File: config.mk
export PLATFORM = sky130hd
export DESIGN_NAME = fifo_sync_param
export DESIGN_NICKNAME = d
export VERILOG_FILES = /design/src/rtl/fifo_pkg.sv /design/src/rtl/fifo_ram.sv /design/src/rtl/fifo_sync_param.sv
export SDC_FILE = /design/constraint.sdc
export NUM_CORES = 1
export LEC_CHECK = 0
export CAP_MARGIN = 5
export CORE_ASPECT_RATIO = 0.6
export CORE_MARGIN = 2
export CORE_UTILIZATION = 49
export CTS_CLUSTER_SIZE = 20
export DETAILED_ROUTE_END_ITERATION = 10
export PLACE_DENSITY_LB_ADDON = 0.08
export SYNTH_ARGS = -nofsm -noshare
export SYNTH_HDL_FRONTEND = slang
export SYNTH_SLANG_ARGS = --single-unit
File: constraint.sdc
create_clock -name clk -period 4.2 [get_ports clk]
set_input_delay 0.84 -clock clk [delete_from_list [all_inputs] [get_ports clk]]
set_output_delay 0.84 -clock clk [all_outputs]
set_load 0.02 [all_outputs]
File: src/rtl/fifo_pkg.sv
// Shared constants and helpers for the parametrised synchronous FIFO.
// Optional build macro: FIFO_ERR_FLAGS_EN (sticky overflow/underflow outputs).
package fifo_pkg;

    localparam int FIFO_DATA_W_DEF = 8;
    localparam int FIFO_DEPTH_DEF  = 16;

    // Pointer width: address bits plus one wrap bit that tells full from empty.
    function automatic int fifo_ptr_w(input int depth);
        return $clog2(depth) + 1;
    endfunction

endpackage

File: src/rtl/fifo_ram.sv
// Simple dual-port storage: one write port, one registered read port.
// The read register clears on reset; the array itself is never cleared.
module fifo_ram
    import fifo_pkg::*;
#(
    parameter int DATA_W = FIFO_DATA_W_DEF,
    parameter int DEPTH  = FIFO_DEPTH_DEF,
    parameter int ADDR_W = $clog2(DEPTH)
) (
    input  logic              clk,
    input  logic              rst,
    input  logic              wr_en,
    input  logic [ADDR_W-1:0] wr_addr,
    input  logic [DATA_W-1:0] wr_data,
    input  logic              rd_en,
    input  logic [ADDR_W-1:0] rd_addr,
    output logic [DATA_W-1:0] rd_data
);

    logic [DATA_W-1:0] mem [DEPTH];

    // Write port: store the incoming word at the write address.
    always_ff @(posedge clk) begin
        if (wr_en) begin
            mem[wr_addr] <= wr_data;
        end
    end

    // Read port: register the addressed word; hold it when no read is taken.
    always_ff @(posedge clk) begin
        if (rst) begin
            rd_data <= '0;
        end else if (rd_en) begin
            rd_data <= mem[rd_addr];
        end
    end

endmodule

File: src/rtl/fifo_sync_param.sv
// Parametrised single-clock FIFO with occupancy count and threshold flags.
// Optional build macro: FIFO_ERR_FLAGS_EN adds sticky overflow/underflow outputs.
module fifo_sync_param
    import fifo_pkg::*;
#(
    parameter int DATA_W   = FIFO_DATA_W_DEF,
    parameter int DEPTH    = FIFO_DEPTH_DEF,
    parameter int AF_LEVEL = DEPTH - 2,
    parameter int AE_LEVEL = 2
) (
    input  logic                   clk,
    input  logic                   rst,
    input  logic                   wr_en,
    input  logic [DATA_W-1:0]      data_in,
    input  logic                   rd_en,
    output logic [DATA_W-1:0]      data_out,
    output logic                   rd_valid,
    output logic                   full,
    output logic                   empty,
    output logic                   almost_full,
    output logic                   almost_empty,
`ifdef FIFO_ERR_FLAGS_EN
    output logic                   overflow,
    output logic                   underflow,
`endif
    output logic [$clog2(DEPTH):0] count
);

    localparam int ADDR_W = $clog2(DEPTH);
    localparam int PTR_W  = fifo_ptr_w(DEPTH);
    localparam logic [PTR_W-1:0] PTR_ONE = PTR_W'(1);

    logic [PTR_W-1:0] wr_ptr;
    logic [PTR_W-1:0] rd_ptr;
    logic             rd_acc;
    logic             wr_acc;

    // Flags come straight from the registered pointers/count, so they track post-edge state.
    assign empty = (wr_ptr == rd_ptr);
    assign full  = (wr_ptr[ADDR_W-1:0] == rd_ptr[ADDR_W-1:0]) &&
                   (wr_ptr[PTR_W-1] != rd_ptr[PTR_W-1]);
    assign almost_full  = (int'(count) >= AF_LEVEL);
    assign almost_empty = (int'(count) <= AE_LEVEL);

    // A read frees a slot in the same edge, so a write at full is taken alongside it.
    assign rd_acc = rd_en && !empty;
    assign wr_acc = wr_en && (!full || rd_acc);

    fifo_ram #(
        .DATA_W (DATA_W),
        .DEPTH  (DEPTH),
        .ADDR_W (ADDR_W)
    ) u_ram (
        .clk     (clk),
        .rst     (rst),
        .wr_en   (wr_acc && !rst),
        .wr_addr (wr_ptr[ADDR_W-1:0]),
        .wr_data (data_in),
        .rd_en   (rd_acc && !rst),
        .rd_addr (rd_ptr[ADDR_W-1:0]),
        .rd_data (data_out)
    );

    // Pointer, occupancy and read-strobe state; reset discards everything stored.
    always_ff @(posedge clk) begin
        if (rst) begin
            wr_ptr   <= '0;
            rd_ptr   <= '0;
            count    <= '0;
            rd_valid <= 1'b0;
`ifdef FIFO_ERR_FLAGS_EN
            overflow  <= 1'b0;
            underflow <= 1'b0;
`endif
        end else begin
            if (wr_acc) begin
                wr_ptr <= wr_ptr + PTR_ONE;
            end
            if (rd_acc) begin
                rd_ptr <= rd_ptr + PTR_ONE;
            end
            rd_valid <= rd_acc;
            case ({wr_acc, rd_acc})
                2'b10:   count <= count + PTR_ONE;
                2'b01:   count <= count - PTR_ONE;
                default: count <= count;
            endcase
`ifdef FIFO_ERR_FLAGS_EN
            if (wr_en && !wr_acc) begin
                overflow <= 1'b1;
            end
            if (rd_en && empty) begin
                underflow <= 1'b1;
            end
`endif
        end
    end

endmodule

==> results.sh <==
export IMPL_chipHeight_um=90.82
export IMPL_final_setup_viol_count=0
export IMPL_cts_root_buf="clkbuf_16"
export IMPL_drtIter0Drc=254
export IMPL_synth_cells=356
export IMPL_synthArstFlopShare_pct=0
export IMPL_finalSetupTns_ns=0
export IMPL_groute_usage_overall_pct=20.45
export IMPL_cp_required_ns=3.36
export IMPL_post_place_ws_ns=0.9722
export IMPL_start_util_pct=50.71
export IMPL_cts_tree="yes"
export IMPL_ios=30
export IMPL_path_clk_slew_ns=0.06
export IMPL_cts_sinks=152
export IMPL_crit_chain="xor2_1, nor4_4, nor2b_1, clkdlybuf4s50_1"
export IMPL_routed_via_density=5.738
export IMPL_htree_levels=4
export IMPL_max_vdd_ir_drop_uv=279.7
export IMPL_crit_family="simple AND/OR/NAND/NOR gates"
export IMPL_grt_max_degree=36
export IMPL_clockBufferDepth=2
export IMPL_grt_overflow=0
export IMPL_core_um2=12140
export IMPL_fmax_mhz=297.2
export IMPL_layout_drive_gt1_share_pct=19.16
export IMPL_wl_per_cell_um=22.30
export IMPL_cts_buffers_inserted=17
export IMPL_first_global_vias=3191
export IMPL_num_antenna_cells=0
export IMPL_worst_slack_ns=0.8348
export IMPL_ant_nets=0
export IMPL_crit_start="wr_ptr[3]"
export IMPL_grt_pass1_wl_um=19320
export IMPL_dp_hpwl_um=8185
export IMPL_crit_type="flop to primary output"
export IMPL_drt_wl_total_um=12750
export IMPL_synth_top_area_share_pct=62.44
export IMPL_drv_cap=0
export IMPL_crit_path_max_fanout=11
export IMPL_ys_ff_latch=152
export IMPL_fin_crit_sh_pct=80.12
export IMPL_antenna_found_initial=0
export IMPL_dpl_cell_count=540
export IMPL_cts_hold_fix_buffers=0
export IMPL_r2r_start="wr_ptr[3]"
export IMPL_yosysTopAreaCell="edfxtp_1"
export IMPL_synthTopCellsByArea="edfxtp_1 (62%), mux4_2 (12%), dfxtp_1 (7.8%), a22oi_1 (2.0%), ha_1 (1.6%)"
export IMPL_end_kind="primary output"
export IMPL_cpPeakStageDelay_ns=0.61
export IMPL_synth_edf_count=128
export IMPL_p_leak_nw=2.396
export IMPL_fin_worst_skew_ns=0.008595
export IMPL_final_cells=572
export IMPL_portBuffers=29
export IMPL_cp_num_buf_inv=1
export IMPL_dr_pass1_iters=4
export IMPL_power_density_nw_per_um2=533.9
export IMPL_ys_seq_area_share_pct=70.24
export IMPL_dieArea_um2=13500
export IMPL_period_needed_ns=3.365
export IMPL_netlist_area_um2=6156
export IMPL_ys_flop_type="edfxtp_1"
export IMPL_die_w_um=148.7
export IMPL_report_final_hold_viol_count=0
export IMPL_status="complete, no violations"
export IMPL_fill_cells=913
export IMPL_worstHoldPathType="flop to flop"
export IMPL_cts_resized=0
export IMPL_report_final_slew_viol_count=0
export IMPL_post_route_drc_count=0
export IMPL_yosys_warnings=0
export IMPL_vias=3282
export IMPL_syn_to_final_growth_pct=17.56
export IMPL_rsz0062_at_grt="false"
export IMPL_cp_start_kind="flop"
export IMPL_clk_latency_ns=0.41
export IMPL_rows=31
export IMPL_finalNetCount=415
export IMPL_avgSynthCellArea_um2=17.29
export IMPL_yosysUniqueCellTypes=37
export IMPL_place_congestion=0.8005
export IMPL_max_slew_margin_pct=40.79
export IMPL_post_cts_buffers=0
export IMPL_slowest_stage="dfxtp_1"
export IMPL_syn_nets=377
export IMPL_tightest_slew_ns=0.8849
export IMPL_hold_start="u_ram.rd_data[2]"
export IMPL_arrival_ns=2.53
==> synth_stat cells (all sizes together), types with 3 or more instances <==
cell type and n:
nand2b 8, buf 8, o21ai 3, dfxtp 24, a22oi 16, a21oi 17
mux4 32, nand4 3, inv 3, a21o 10, mux2 3, nor3 6
nor2b 6, nand2 13, mux2i 5, xor2 6, nor2 27, xnor2 6
edfxtp 128, ha 8, clkbuf 10
==> registers in the layout, summed over array words and instances (netlist names) <==
| signal | cells |
|---|---|
| rd_valid | 1 |
| u_ram.rd_data | 8 |
| count | 5 |
| u_ram.mem | 128 |
| wr_ptr | 5 |
| rd_ptr | 5 |
==> cells by family after synthesis <==
| family | count (synthesis) | share of synthesized area [%] |
|---|---|---|
| AO/OA/AOI/OAI | 51 | 5.569 |
| XOR/XNOR | 12 | 1.707 |
| adder cells (fa/ha/maj) | 9 | 1.951 |
| buffers and inverters | 21 | 1.667 |
| flip-flops | 152 | 70.24 |
| multiplexers | 40 | 13.07 |
| AND/OR/NAND/NOR | 71 | 5.793 |
==> layout by cell type, fill, tap and decap left out, types with 2 or more instances in the layout <==
cell type	netlist	routed
edfxtp_1	128	128
mux4_2	32	32
clkdlybuf4s50_1	0	29
nor2_1	26	26
dfxtp_1	24	23
clkbuf_16	0	21
a21oi_1	17	17
a22oi_1	16	16
nand2_1	13	13
a21o_1	10	10
nand2b_1	8	8
ha_1	8	8
buf_4	1	8
xnor2_1	6	6
xor2_1	6	6
nor2b_1	6	6
nor3_1	6	6
mux2i_1	5	5
inv_1	3	3
o21ai_0	3	3
nand4_1	3	3
and2_1	2	2
a31o_2	2	2
mux2_1	2	2
nor3b_1	2	2
clkbuf_1	10	2
clkbuf_8	0	2
clkinv_4	0	2
inv_6	0	2
==> metal layers <==
metal / vias to the layer above / global-route usage [%] / share of wire [%]
met2: 96 / 27.62 / 44
met5: - / 0 / 0
li1: 1482 / - / -
met3: 12 / 4.545 / 5.7
met1: 1692 / 32.92 / 50
met4: 0 / 6.349 / 1.1
==> worst reg2reg max path: stages, from the launching register on <==
cell and delay [ns]:
dfxtp_1 0.61, xor2_1 0.18, nor4_4 0.53, a21oi_1 0.15
buf_4 0.21, fa_1 0.40, a21o_1 0.19, a21oi_1 0.16
mux2i_1 0.22, mux2_1 0.33
==> stage by stage <==
step	power (mW)	hold slack [ns]	instance area, µm²	util, %
after detailed placement	2.377	0.4565	6623	54.55
after floorplan	2.160	0.5045	6156	-
after global routing	4.009	0.4740	7237	59.61
after global placement	2.370	0.4416	6623	54.55
final	3.864	0.4606	7237	59.61
after CTS	3.896	0.4632	7237	59.61
==> area by class of cell <==
class                      count  area, µm²  share of cell area, %
sequential                   152       4325                  59.77
clock inverter                 6      46.29                 0.6397
timing repair buffer          37      350.3                  4.841
tap                          165      206.4                  2.853
inverter                       3      11.26                 0.1556
multi-input combinational    183       1729                  23.89
clock buffer                  26      568.0                  7.849
==> path summary, 6_finish.rpt <==
path              cells after the start  slack (ns)                to
setup / recovery                      4        0.83              full
hold / removal                        2        0.46  u_ram.rd_data[2]
hold reg to reg                       2        0.46  u_ram.rd_data[2]
setup reg to reg                      9        1.11          count[4]
==> power breakdown <==
part	total [mW]	switching, mW	internal [mW]
Combinational	0.620	0.328	0.292
Sequential	1.72	0.0400	1.68
Clock	1.53	0.583	0.943
No activity file was read; power rests on OpenSTA's default activity.
